## src/rtl/add_sub_arbiter_if.sv

```systemverilog
// Bundle of every signal between the arbiter, its two requesters and the shared add_sub unit.
// Latency: none, this is wiring only. Backpressure: none here; the arbiter serialises requests.
// Ports: requester side req*/a*/b*/ctr* in, sum*/carry*/done* out; unit side au_a/au_b/au_ctr out, au_sum/au_carry in; busy.
interface add_sub_arbiter_if #(
  parameter int WIDTH = 4
);
  logic             req0;
  logic [WIDTH-1:0] a0;
  logic [WIDTH-1:0] b0;
  logic             ctr0;
  logic             req1;
  logic [WIDTH-1:0] a1;
  logic [WIDTH-1:0] b1;
  logic             ctr1;

  logic [WIDTH-1:0] au_a;
  logic [WIDTH-1:0] au_b;
  logic             au_ctr;
  logic [WIDTH-1:0] au_sum;
  logic             au_carry;

  logic [WIDTH-1:0] sum0;
  logic             carry0;
  logic             done0;
  logic [WIDTH-1:0] sum1;
  logic             carry1;
  logic             done1;
  logic             busy;

  // Environment view: the requesters plus the shared unit's result path.
  modport master (
    output req0, a0, b0, ctr0, req1, a1, b1, ctr1, au_sum, au_carry,
    input  au_a, au_b, au_ctr, sum0, carry0, done0, sum1, carry1, done1, busy
  );

  // Arbiter view.
  modport slave (
    input  req0, a0, b0, ctr0, req1, a1, b1, ctr1, au_sum, au_carry,
    output au_a, au_b, au_ctr, sum0, carry0, done0, sum1, carry1, done1, busy
  );
endinterface

```

## src/rtl/add_sub_arbiter.sv

```systemverilog
// Round-robin arbiter sequencing two requesters onto one shared add_sub unit.
// Latency: request sampled in IDLE at T -> done pulse at T+2; one operation every 3 cycles.
// Backpressure: requests wait in IDLE; req inputs are ignored while busy (EXEC and DONE).
// Ports: clk, rst_n (async active-low), bus (slave modport of add_sub_arbiter_if).
module add_sub_arbiter #(
  parameter int WIDTH = 4
) (
  input  logic               clk,
  input  logic               rst_n,
  add_sub_arbiter_if.slave   bus
);

  typedef enum logic [1:0] {
    IDLE = 2'd0,
    EXEC = 2'd1,
    DONE = 2'd2
  } state_t;

  state_t state;
  logic   sel;       // requester currently being served
  logic   rr;        // requester that wins when both ask
  logic   grant1;    // IDLE arbitration result: 1 selects requester 1

  // Requester 1 wins if it is alone, or if both ask and the pointer favours it.
  always_comb begin
    grant1 = 1'b0;
    if (bus.req1 && (!bus.req0 || rr)) begin
      grant1 = 1'b1;
    end
  end

  // au_a/au_b/au_ctr are the operand registers themselves, so the shared unit
  // sees stable inputs and they only move on a grant edge.
  always_ff @(posedge clk or negedge rst_n) begin
    if (!rst_n) begin
      state      <= IDLE;
      sel        <= 1'b0;
      rr         <= 1'b0;
      bus.au_a   <= '0;
      bus.au_b   <= '0;
      bus.au_ctr <= 1'b0;
      bus.sum0   <= '0;
      bus.carry0 <= 1'b0;
      bus.done0  <= 1'b0;
      bus.sum1   <= '0;
      bus.carry1 <= 1'b0;
      bus.done1  <= 1'b0;
      bus.busy   <= 1'b0;
    end else begin
      case (state)
        IDLE: begin
          bus.done0 <= 1'b0;
          bus.done1 <= 1'b0;
          if (bus.req0 || bus.req1) begin
            sel        <= grant1;
            bus.au_a   <= grant1 ? bus.a1   : bus.a0;
            bus.au_b   <= grant1 ? bus.b1   : bus.b0;
            bus.au_ctr <= grant1 ? bus.ctr1 : bus.ctr0;
            bus.busy   <= 1'b1;
            state      <= EXEC;
          end
        end

        EXEC: begin
          // Capture the unit's combinational result for the served requester
          // only; the other requester's result stays untouched.
          if (sel) begin
            bus.sum1   <= bus.au_sum;
            bus.carry1 <= bus.au_carry;
            bus.done1  <= 1'b1;
          end else begin
            bus.sum0   <= bus.au_sum;
            bus.carry0 <= bus.au_carry;
            bus.done0  <= 1'b1;
          end
          state <= DONE;
        end

        DONE: begin
          bus.done0 <= 1'b0;
          bus.done1 <= 1'b0;
          bus.busy  <= 1'b0;
          rr        <= ~sel;
          state     <= IDLE;
        end

        default: begin
          bus.done0 <= 1'b0;
          bus.done1 <= 1'b0;
          bus.busy  <= 1'b0;
          state     <= IDLE;
        end
      endcase
    end
  end

endmodule

```

## src/flat_wrapper.sv

```systemverilog
// flat-port wrapper written by rule: the top's interface ports become plain ports
module add_sub_arbiter_flat 
#(
  parameter int WIDTH = 4
)
  (clk, rst_n, bus_req0, bus_a0, bus_b0, bus_ctr0, bus_req1, bus_a1, bus_b1, bus_ctr1, bus_au_sum, bus_au_carry, bus_au_a, bus_au_b, bus_au_ctr, bus_sum0, bus_carry0, bus_done0, bus_sum1, bus_carry1, bus_done1, bus_busy);
  add_sub_arbiter_if #(.WIDTH(WIDTH)) bus_i ();
  input  logic clk;
  input  logic rst_n;
  input wire logic [$bits(bus_i.req0)-1:0] bus_req0;
  input wire logic [$bits(bus_i.a0)-1:0] bus_a0;
  input wire logic [$bits(bus_i.b0)-1:0] bus_b0;
  input wire logic [$bits(bus_i.ctr0)-1:0] bus_ctr0;
  input wire logic [$bits(bus_i.req1)-1:0] bus_req1;
  input wire logic [$bits(bus_i.a1)-1:0] bus_a1;
  input wire logic [$bits(bus_i.b1)-1:0] bus_b1;
  input wire logic [$bits(bus_i.ctr1)-1:0] bus_ctr1;
  input wire logic [$bits(bus_i.au_sum)-1:0] bus_au_sum;
  input wire logic [$bits(bus_i.au_carry)-1:0] bus_au_carry;
  output wire logic [$bits(bus_i.au_a)-1:0] bus_au_a;
  output wire logic [$bits(bus_i.au_b)-1:0] bus_au_b;
  output wire logic [$bits(bus_i.au_ctr)-1:0] bus_au_ctr;
  output wire logic [$bits(bus_i.sum0)-1:0] bus_sum0;
  output wire logic [$bits(bus_i.carry0)-1:0] bus_carry0;
  output wire logic [$bits(bus_i.done0)-1:0] bus_done0;
  output wire logic [$bits(bus_i.sum1)-1:0] bus_sum1;
  output wire logic [$bits(bus_i.carry1)-1:0] bus_carry1;
  output wire logic [$bits(bus_i.done1)-1:0] bus_done1;
  output wire logic [$bits(bus_i.busy)-1:0] bus_busy;
  assign bus_i.req0 = bus_req0;
  assign bus_i.a0 = bus_a0;
  assign bus_i.b0 = bus_b0;
  assign bus_i.ctr0 = bus_ctr0;
  assign bus_i.req1 = bus_req1;
  assign bus_i.a1 = bus_a1;
  assign bus_i.b1 = bus_b1;
  assign bus_i.ctr1 = bus_ctr1;
  assign bus_i.au_sum = bus_au_sum;
  assign bus_i.au_carry = bus_au_carry;
  assign bus_au_a = bus_i.au_a;
  assign bus_au_b = bus_i.au_b;
  assign bus_au_ctr = bus_i.au_ctr;
  assign bus_sum0 = bus_i.sum0;
  assign bus_carry0 = bus_i.carry0;
  assign bus_done0 = bus_i.done0;
  assign bus_sum1 = bus_i.sum1;
  assign bus_carry1 = bus_i.carry1;
  assign bus_done1 = bus_i.done1;
  assign bus_busy = bus_i.busy;
  add_sub_arbiter #(.WIDTH(WIDTH)) u_core (.clk(clk), .rst_n(rst_n), .bus(bus_i));
endmodule
```

## config.mk

```make
export PLATFORM = sky130hd
export DESIGN_NAME = add_sub_arbiter_flat
export DESIGN_NICKNAME = d
export VERILOG_FILES = /design/src/rtl/add_sub_arbiter_if.sv /design/src/rtl/add_sub_arbiter.sv /design/src/flat_wrapper.sv
export SDC_FILE = /design/constraint.sdc
export NUM_CORES = 1
export LEC_CHECK = 0
export CELL_PAD_IN_SITES_DETAIL_PLACEMENT = 1
export CELL_PAD_IN_SITES_GLOBAL_PLACEMENT = 1
export CORE_AREA = 4 4 69 71
export CTS_CLUSTER_SIZE = 20
export DETAILED_ROUTE_END_ITERATION = 8
export DIE_AREA = 0 0 73 75
export HOLD_SLACK_MARGIN = 0.02
export PLACE_DENSITY_LB_ADDON = 0.15
export RECOVER_POWER = 100
export SLEW_MARGIN = 20
export SYNTH_ARGS = -nofsm -noshare
export SYNTH_HDL_FRONTEND = slang
export SYNTH_SLANG_ARGS = --single-unit
```

## constraint.sdc

```tcl
create_clock -name clk -period 1.2 [get_ports clk]
set_clock_uncertainty 0.2 [all_clocks]
set_input_delay 0.24 -clock clk [delete_from_list [all_inputs] [get_ports clk]]
set_output_delay 0.24 -clock clk [all_outputs]
set_load 0.05 [all_outputs]
```

== After elaboration in Yosys (flattened, before gate mapping) ==
Cells that the tools add are included.
Storage, ports and cells
  bits in read-only memories: 0
  latch bits: 0
  memories kept: 0
  input bits: 27
  RAM bits: 0
  bits in registers: 26
Operators by class
  divide/modulo/power cells: 0
  reduce and logical (&&, ||, !) cells: 9
  bitwise gates (word level): 2
  mux-type cells: 12
  magnitude comparators: 0
  shifts and indexed selects: 0
  $mul: 0
  add/sub/neg operators: 0
  eq/ne operators: 5
Operator list (count)
  $mux W4: 2
  $reduce_and A2 Y1: 4
  $mux W1: 7
  $ne A2 B1 Y1 const B: 2
  $pmux W2 S2: 1
  $eq A2 B1 Y1 const B: 1
  $eq A2 B2 Y1 const B: 1
  $logic_not A2 Y1: 1
  $logic_or A1 B1 Y1: 2
  $mux W2: 1
  $ne A2 B2 Y1 const B: 1
  $not A1 Y1: 2
  $pmux W1 S2: 1
  $logic_and A1 B1 Y1: 1
  $logic_not A1 Y1: 1

== Longest topological paths before layout ==
Gate-level depths: netlist of run 1.
  word-level depth: 5
  mapped depth: 5

== Least setup slack after synthesis of run 1 ==
No wires, ideal clock.
  path type: reg2reg
  start: reg u_core.state[1]
  end: reg u_core.bus.carry0
  data arrival time: 1.003 ns
  stages on the path, launching flop included: 4
  setup slack: -0.128 ns
  data required time: 0.875 ns
  path buffers: 0
  setup time: 0.125 ns
  path through: dfrtp_1 -> nand2b_4 -> nor2_4 -> mux2_2
Between the ends
  word-level cells in the longest chain between the ends: 2
RTL lines
  start, declared: line add_sub_arbiter.sv:19  | state_t state;
  start signal, assigned: line add_sub_arbiter.sv:36  | state <= IDLE;
  start signal, assigned: line add_sub_arbiter.sv:60  | state <= EXEC;
  start signal, assigned: line add_sub_arbiter.sv:76  | state <= DONE;
  $eq A2 B1 Y1: line add_sub_arbiter.sv:50  | case (state)
  $reduce_and A2 Y1 (no line)
  end signal, assigned: line add_sub_arbiter.sv:73  | bus.carry0 <= bus.au_carry;
  end, declared: line add_sub_arbiter_if.sv:39  | output au_a, au_b, au_ctr, sum0, carry0, done0, sum1, carry1, done1, busy
Every way passes these cells.
A chain may end at the register's enable or synchronous reset.

== Worst setup path in the final report of run 1 ==
Ends and elaborated chain as after synthesis.

==> results of run 1 <==
## sequential cells by signal, summed over array words and instances (netlist names)
| signal | flops |
|---|---|
| u_core.bus.au_a | 4 |
| u_core.bus.sum0 | 4 |
| u_core.bus.au_b | 4 |
| u_core.sel | 1 |
| u_core.bus.done1 | 1 |
| u_core.bus.carry1 | 1 |
| u_core.rr | 1 |
| u_core.bus.done0 | 1 |
| u_core.bus.sum1 | 4 |
| u_core.bus.carry0 | 1 |
| u_core.bus.busy | 1 |
| u_core.state | 2 |
| u_core.bus.au_ctr | 1 |
## power groups by stage
stage / logic [µW] / registers [µW] / clock network [µW]
after floorplan: 868 / 2890 / 0
after global placement: 4130 / 1830 / 0
after detailed placement: 4200 / 1830 / 0
after CTS: 4430 / 1840 / 497
after global routing: 4690 / 1900 / 542
final: 4480 / 1830 / 473
## logic make-up (layout without fill, tap and decap cells)
logic type / Yosys count / in the layout
AOI/OAI and AO/OA: 31 / 31
DFF: 26 / 26
and+or+nand+nor: 21 / 21
muxes: 10 / 10
buffers and inverters: 9 / 74
## layout make-up
type                    instances  area share, %
clock buffers                   3           1.98
inverters                       5           1.20
multi-input cells              62           22.2
flip-flops and latches         26           31.2
well taps                      52           3.11
repair buffers                 65           39.9
repair inverters                1          0.359
## per-stage QoR
step | instances | util (%) | power, µW
CTS | 213 | 49.1 | 6770
global route | 214 | 49.3 | 7130
detailed placement | 206 | 46.3 | 6030
floorplan | 97 | - | 3760
global placement | 206 | 46.3 | 5960
finish | 214 | 49.3 | 6790
## routing by layer
| metal | vias to the layer above | GRT usage (%) | share of wire [%] |
|---|---|---|---|
| met2 | 21 | 22.9 | 54 |
| met3 | 2 | 3.87 | 3.9 |
| met4 | 0 | 3.69 | 0.42 |
| li1 | 481 | - | - |
| met5 | - | 0 | 0 |
| met1 | 518 | 16.7 | 42 |
## final timing paths
path,depth (start not counted),slack (ps),startpoint,endpoint
worst max-delay path,3,-180,u_core.state[1],u_core.bus.carry0
worst min-delay path,2,250,rst_n,u_core.bus.au_a[1]
worst max register to register,3,-180,u_core.state[1],u_core.bus.carry0
worst min register to register,2,350,u_core.rr,u_core.rr
max in group asynchronous,2,110,rst_n,u_core.state[0]
min in group clk,2,350,u_core.rr,u_core.rr
## repair_timing
| item | 4_1_cts | 5_1_grt |
|---|---|---|
| pin swaps | 1 | 1 |
| resized for setup | 28 | 5 |
| setup buffers | 2 | 1 |
| cloned | 2 | 0 |
| hold buffers | 0 | 0 |
| setup endpoints to repair | 44 | 44 |
## cell usage in the layout (no fill, tap or decap)
| cell | Yosys | layout |
|---|---|---|
| nor2b_1 | 1 | 1 |
| mux2_4 | 0 | 5 |
| inv_4 | 0 | 1 |
| clkdlybuf4s50_1 | 0 | 24 |
| nor2_1 | 3 | 2 |
| o21ai_1 | 0 | 8 |
| nand2_4 | 0 | 2 |
| o21ai_2 | 0 | 1 |
| dfrtp_2 | 0 | 1 |
| or2_4 | 0 | 1 |
| clkbuf_2 | 1 | 1 |
| inv_2 | 2 | 1 |
| dlygate4sd2_1 | 0 | 2 |
| inv_1 | 3 | 2 |
| buf_6 | 1 | 3 |
| nor2_4 | 1 | 2 |
| a32o_1 | 1 | 1 |
| dfrtp_1 | 26 | 25 |
| buf_4 | 0 | 13 |
| a31oi_1 | 9 | 9 |
| clkinvlp_4 | 0 | 2 |
| buf_12 | 0 | 22 |
| clkbuf_8 | 0 | 3 |
| mux2_2 | 10 | 5 |
| a21oi_1 | 10 | 10 |
| nand2_1 | 1 | 1 |
| o21ai_0 | 11 | 2 |
| nand3_1 | 9 | 9 |
| nand2b_4 | 1 | 3 |
==> results.py, run 1 <==
metrics = {
    "setup_path": {
        "crit_path_cell_trace": "nand2b_4 -> nor2_4 -> mux2_2",
        "critPathMaxStageDelay_ps": 390,
        "path_delay_family": "flip-flops",
        "cp_max_fo": 5,
        "critPathLaunchType": "flip-flop",
        "worstSetupEndpointType": "flip-flop",
        "cp.arrival_ps": 1330,
        "crit_type": "reg2reg",
        "cpMaxStageDelayCell": "dfrtp_1",
        "worst-path-buf-inv": 0,
        "crit_required_ps": 1160,
    },
    "synth": {
        "yosys.area_share.simple_pct": 11.1,
        "synth_seq_area_share_pct": 59.1,
        "synth_seq_cells": 26,
        "synthArstFlopShare_pct": 100,
        "syn_nets": 124,
        "synth_xor_xnor_area_share_pct": 0,
        "synth_top_area_share_pct": 59.1,
        "synth_area_per_cell_um2": 11.4,
        "synth_mux_area_share_pct": 10.2,
        "syn_area_mm2": 0.00110,
        "yosys-top-cells-count": "26 x dfrtp_1, 11 x o21ai_0, 10 x a21oi_1, 10 x mux2_2",
        "ys_warn_count": 0,
        "synth_cells": 97,
        "synth_ff_type": "dfrtp_1",
        "synth-adder-area-share_pct": 0,
        "yosys.area.top_type": "dfrtp_1",
        "synth_top_family_by_area": "compound AO/OA/AOI/OAI gates",
        "synth_edf_count": 0,
        "yosysMostFrequentCell": "dfrtp_1",
        "ys_top_cells_by_area": "dfrtp_1 59%, mux2_2 10%, a31oi_1 5.1%, o21ai_0 5.0%, a21oi_1 4.5%",
        "ys_types": 21,
        "synth_compound_area_share_pct": 15.6,
    },
    "cts": {
        "clock_path_buffers": 2,
        "cts_inserted_buffers": 3,
        "cts_sinks": 26,
        "cts.reportedPaths.clkPinSlew_ps": 80,
        "clk_latency_ps": 260,
        "cts_root_buf": "clkbuf_8",
        "cts_max_level": 1,
        "cts_tree": "yes",
    },
    "finish": {
        "layout-drive-gt1-share_pct": 40.7,
        "n_fill_cell": 425,
        "antenna_cells": 0,
        "finalNetCount": 191,
        "stdcell_area_mm2": 0.00209,
        "area_delta_synth_final_pct": 89.8,
        "final-seq-area_um2": 652,
        "multi_input_area_um2": 464,
    },
    "drt": {
        "ant_nets": 0,
        "drt-initial-drc-count": 31,
        "num_vias": 1022,
        "via_per_inst": 4.78,
        "dr.pass1.iters": 4,
        "wl_per_cell_um": 15.8,
        "wl_um": 3370,
        "route.detailed.drc": 0,
    },
    "global_route": {
        "grt_pass1_vias": 1120,
        "grt_pass1_wl_um": 5630,
        "grt_overflow_total": 0,
        "antenna_found_initial": 0,
        "grt_max_degree": 27,
        "grtUsageTotal_pct": 13.5,
    },
    "timing": {
        "holdWs_ps": 247,
        "relSlewSlack_pct": 57.8,
        "tightest_slew_ps": 633,
        "timing.final.crit_share_pct": 115,
        "fin_setup_tns_ps": -4340,
        "fmax_ghz": 0.726,
        "setup_viol": 43,
        "hold_violations": 0,
        "postLayoutSetupSlackWorst_ps": -178,
        "layout_min_cycle_time_ps": 1380,
        "rsz0062_at_grt": "yes",
        "maxSlewViolCount": 0,
    },
    "die": {
        "initial_utilization_pct": 26.0,
        "die_w_um": 73,
        "placeableCoreArea_mm2": 0.00423,
        "pin_count": 49,
        "die_area_mm2": 0.00548,
        "die_h_um": 75,
        "rows": 24,
    },
    "flow_run": {
        "maxCapViolCount": 0,
    },
    "outcome": {
        "status": "finished with violations",
        "violations": "setup timing",
    },
    "pwr": {
        "p_sw_uw": 2950,
        "powerDensity_mw_per_mm2": 3250,
        "peakVddDrop_uv": 1120,
        "p_leak_uw": 0.000917,
        "p_comb_share_pct": 66.1,
        "clock_power_share_pct": 7.0,
        "power_frac_seq_pct": 27.0,
        "switching_share_pct": 43.4,
        "p_int_uw": 3840,
    },
    "placed_design": {
        "globalplace.congestion": 0.794,
        "dp_hpwl_um": 2590,
        "port_buffers": 48,
        "preCtsSetupSlack_ps": -502,
        "placed_cell_area_mm2": 0.00196,
    },
    "min_path": {
        "hold_path.class": "in2async",
    },
}
(Power assumes the default switching activity.)
==> inputs of run 2 (changes only) <==
--- a/config.mk
+++ b/config.mk
@@ -5,6 +5,7 @@
 export SDC_FILE = /design/constraint.sdc
 export NUM_CORES = 1
 export LEC_CHECK = 0
+export CAP_MARGIN = 20
 export CELL_PAD_IN_SITES_DETAIL_PLACEMENT = 1
 export CELL_PAD_IN_SITES_GLOBAL_PLACEMENT = 1
 export CORE_AREA = 4 4 69 71
==> results of run 2 <==
Final layout, timing and power as in run 1 (identical DEF).
==> inputs of run 3 (changes only) <==
--- a/config.mk
+++ b/config.mk
@@ -5,6 +5,7 @@
 export SDC_FILE = /design/constraint.sdc
 export NUM_CORES = 1
 export LEC_CHECK = 0
+export ABC_CLOCK_PERIOD_IN_PS = 1200
 export CAP_MARGIN = 20
 export CELL_PAD_IN_SITES_DETAIL_PLACEMENT = 1
 export CELL_PAD_IN_SITES_GLOBAL_PLACEMENT = 1
==> results of run 3 <==
Final layout, timing and power as in run 1 (identical DEF).
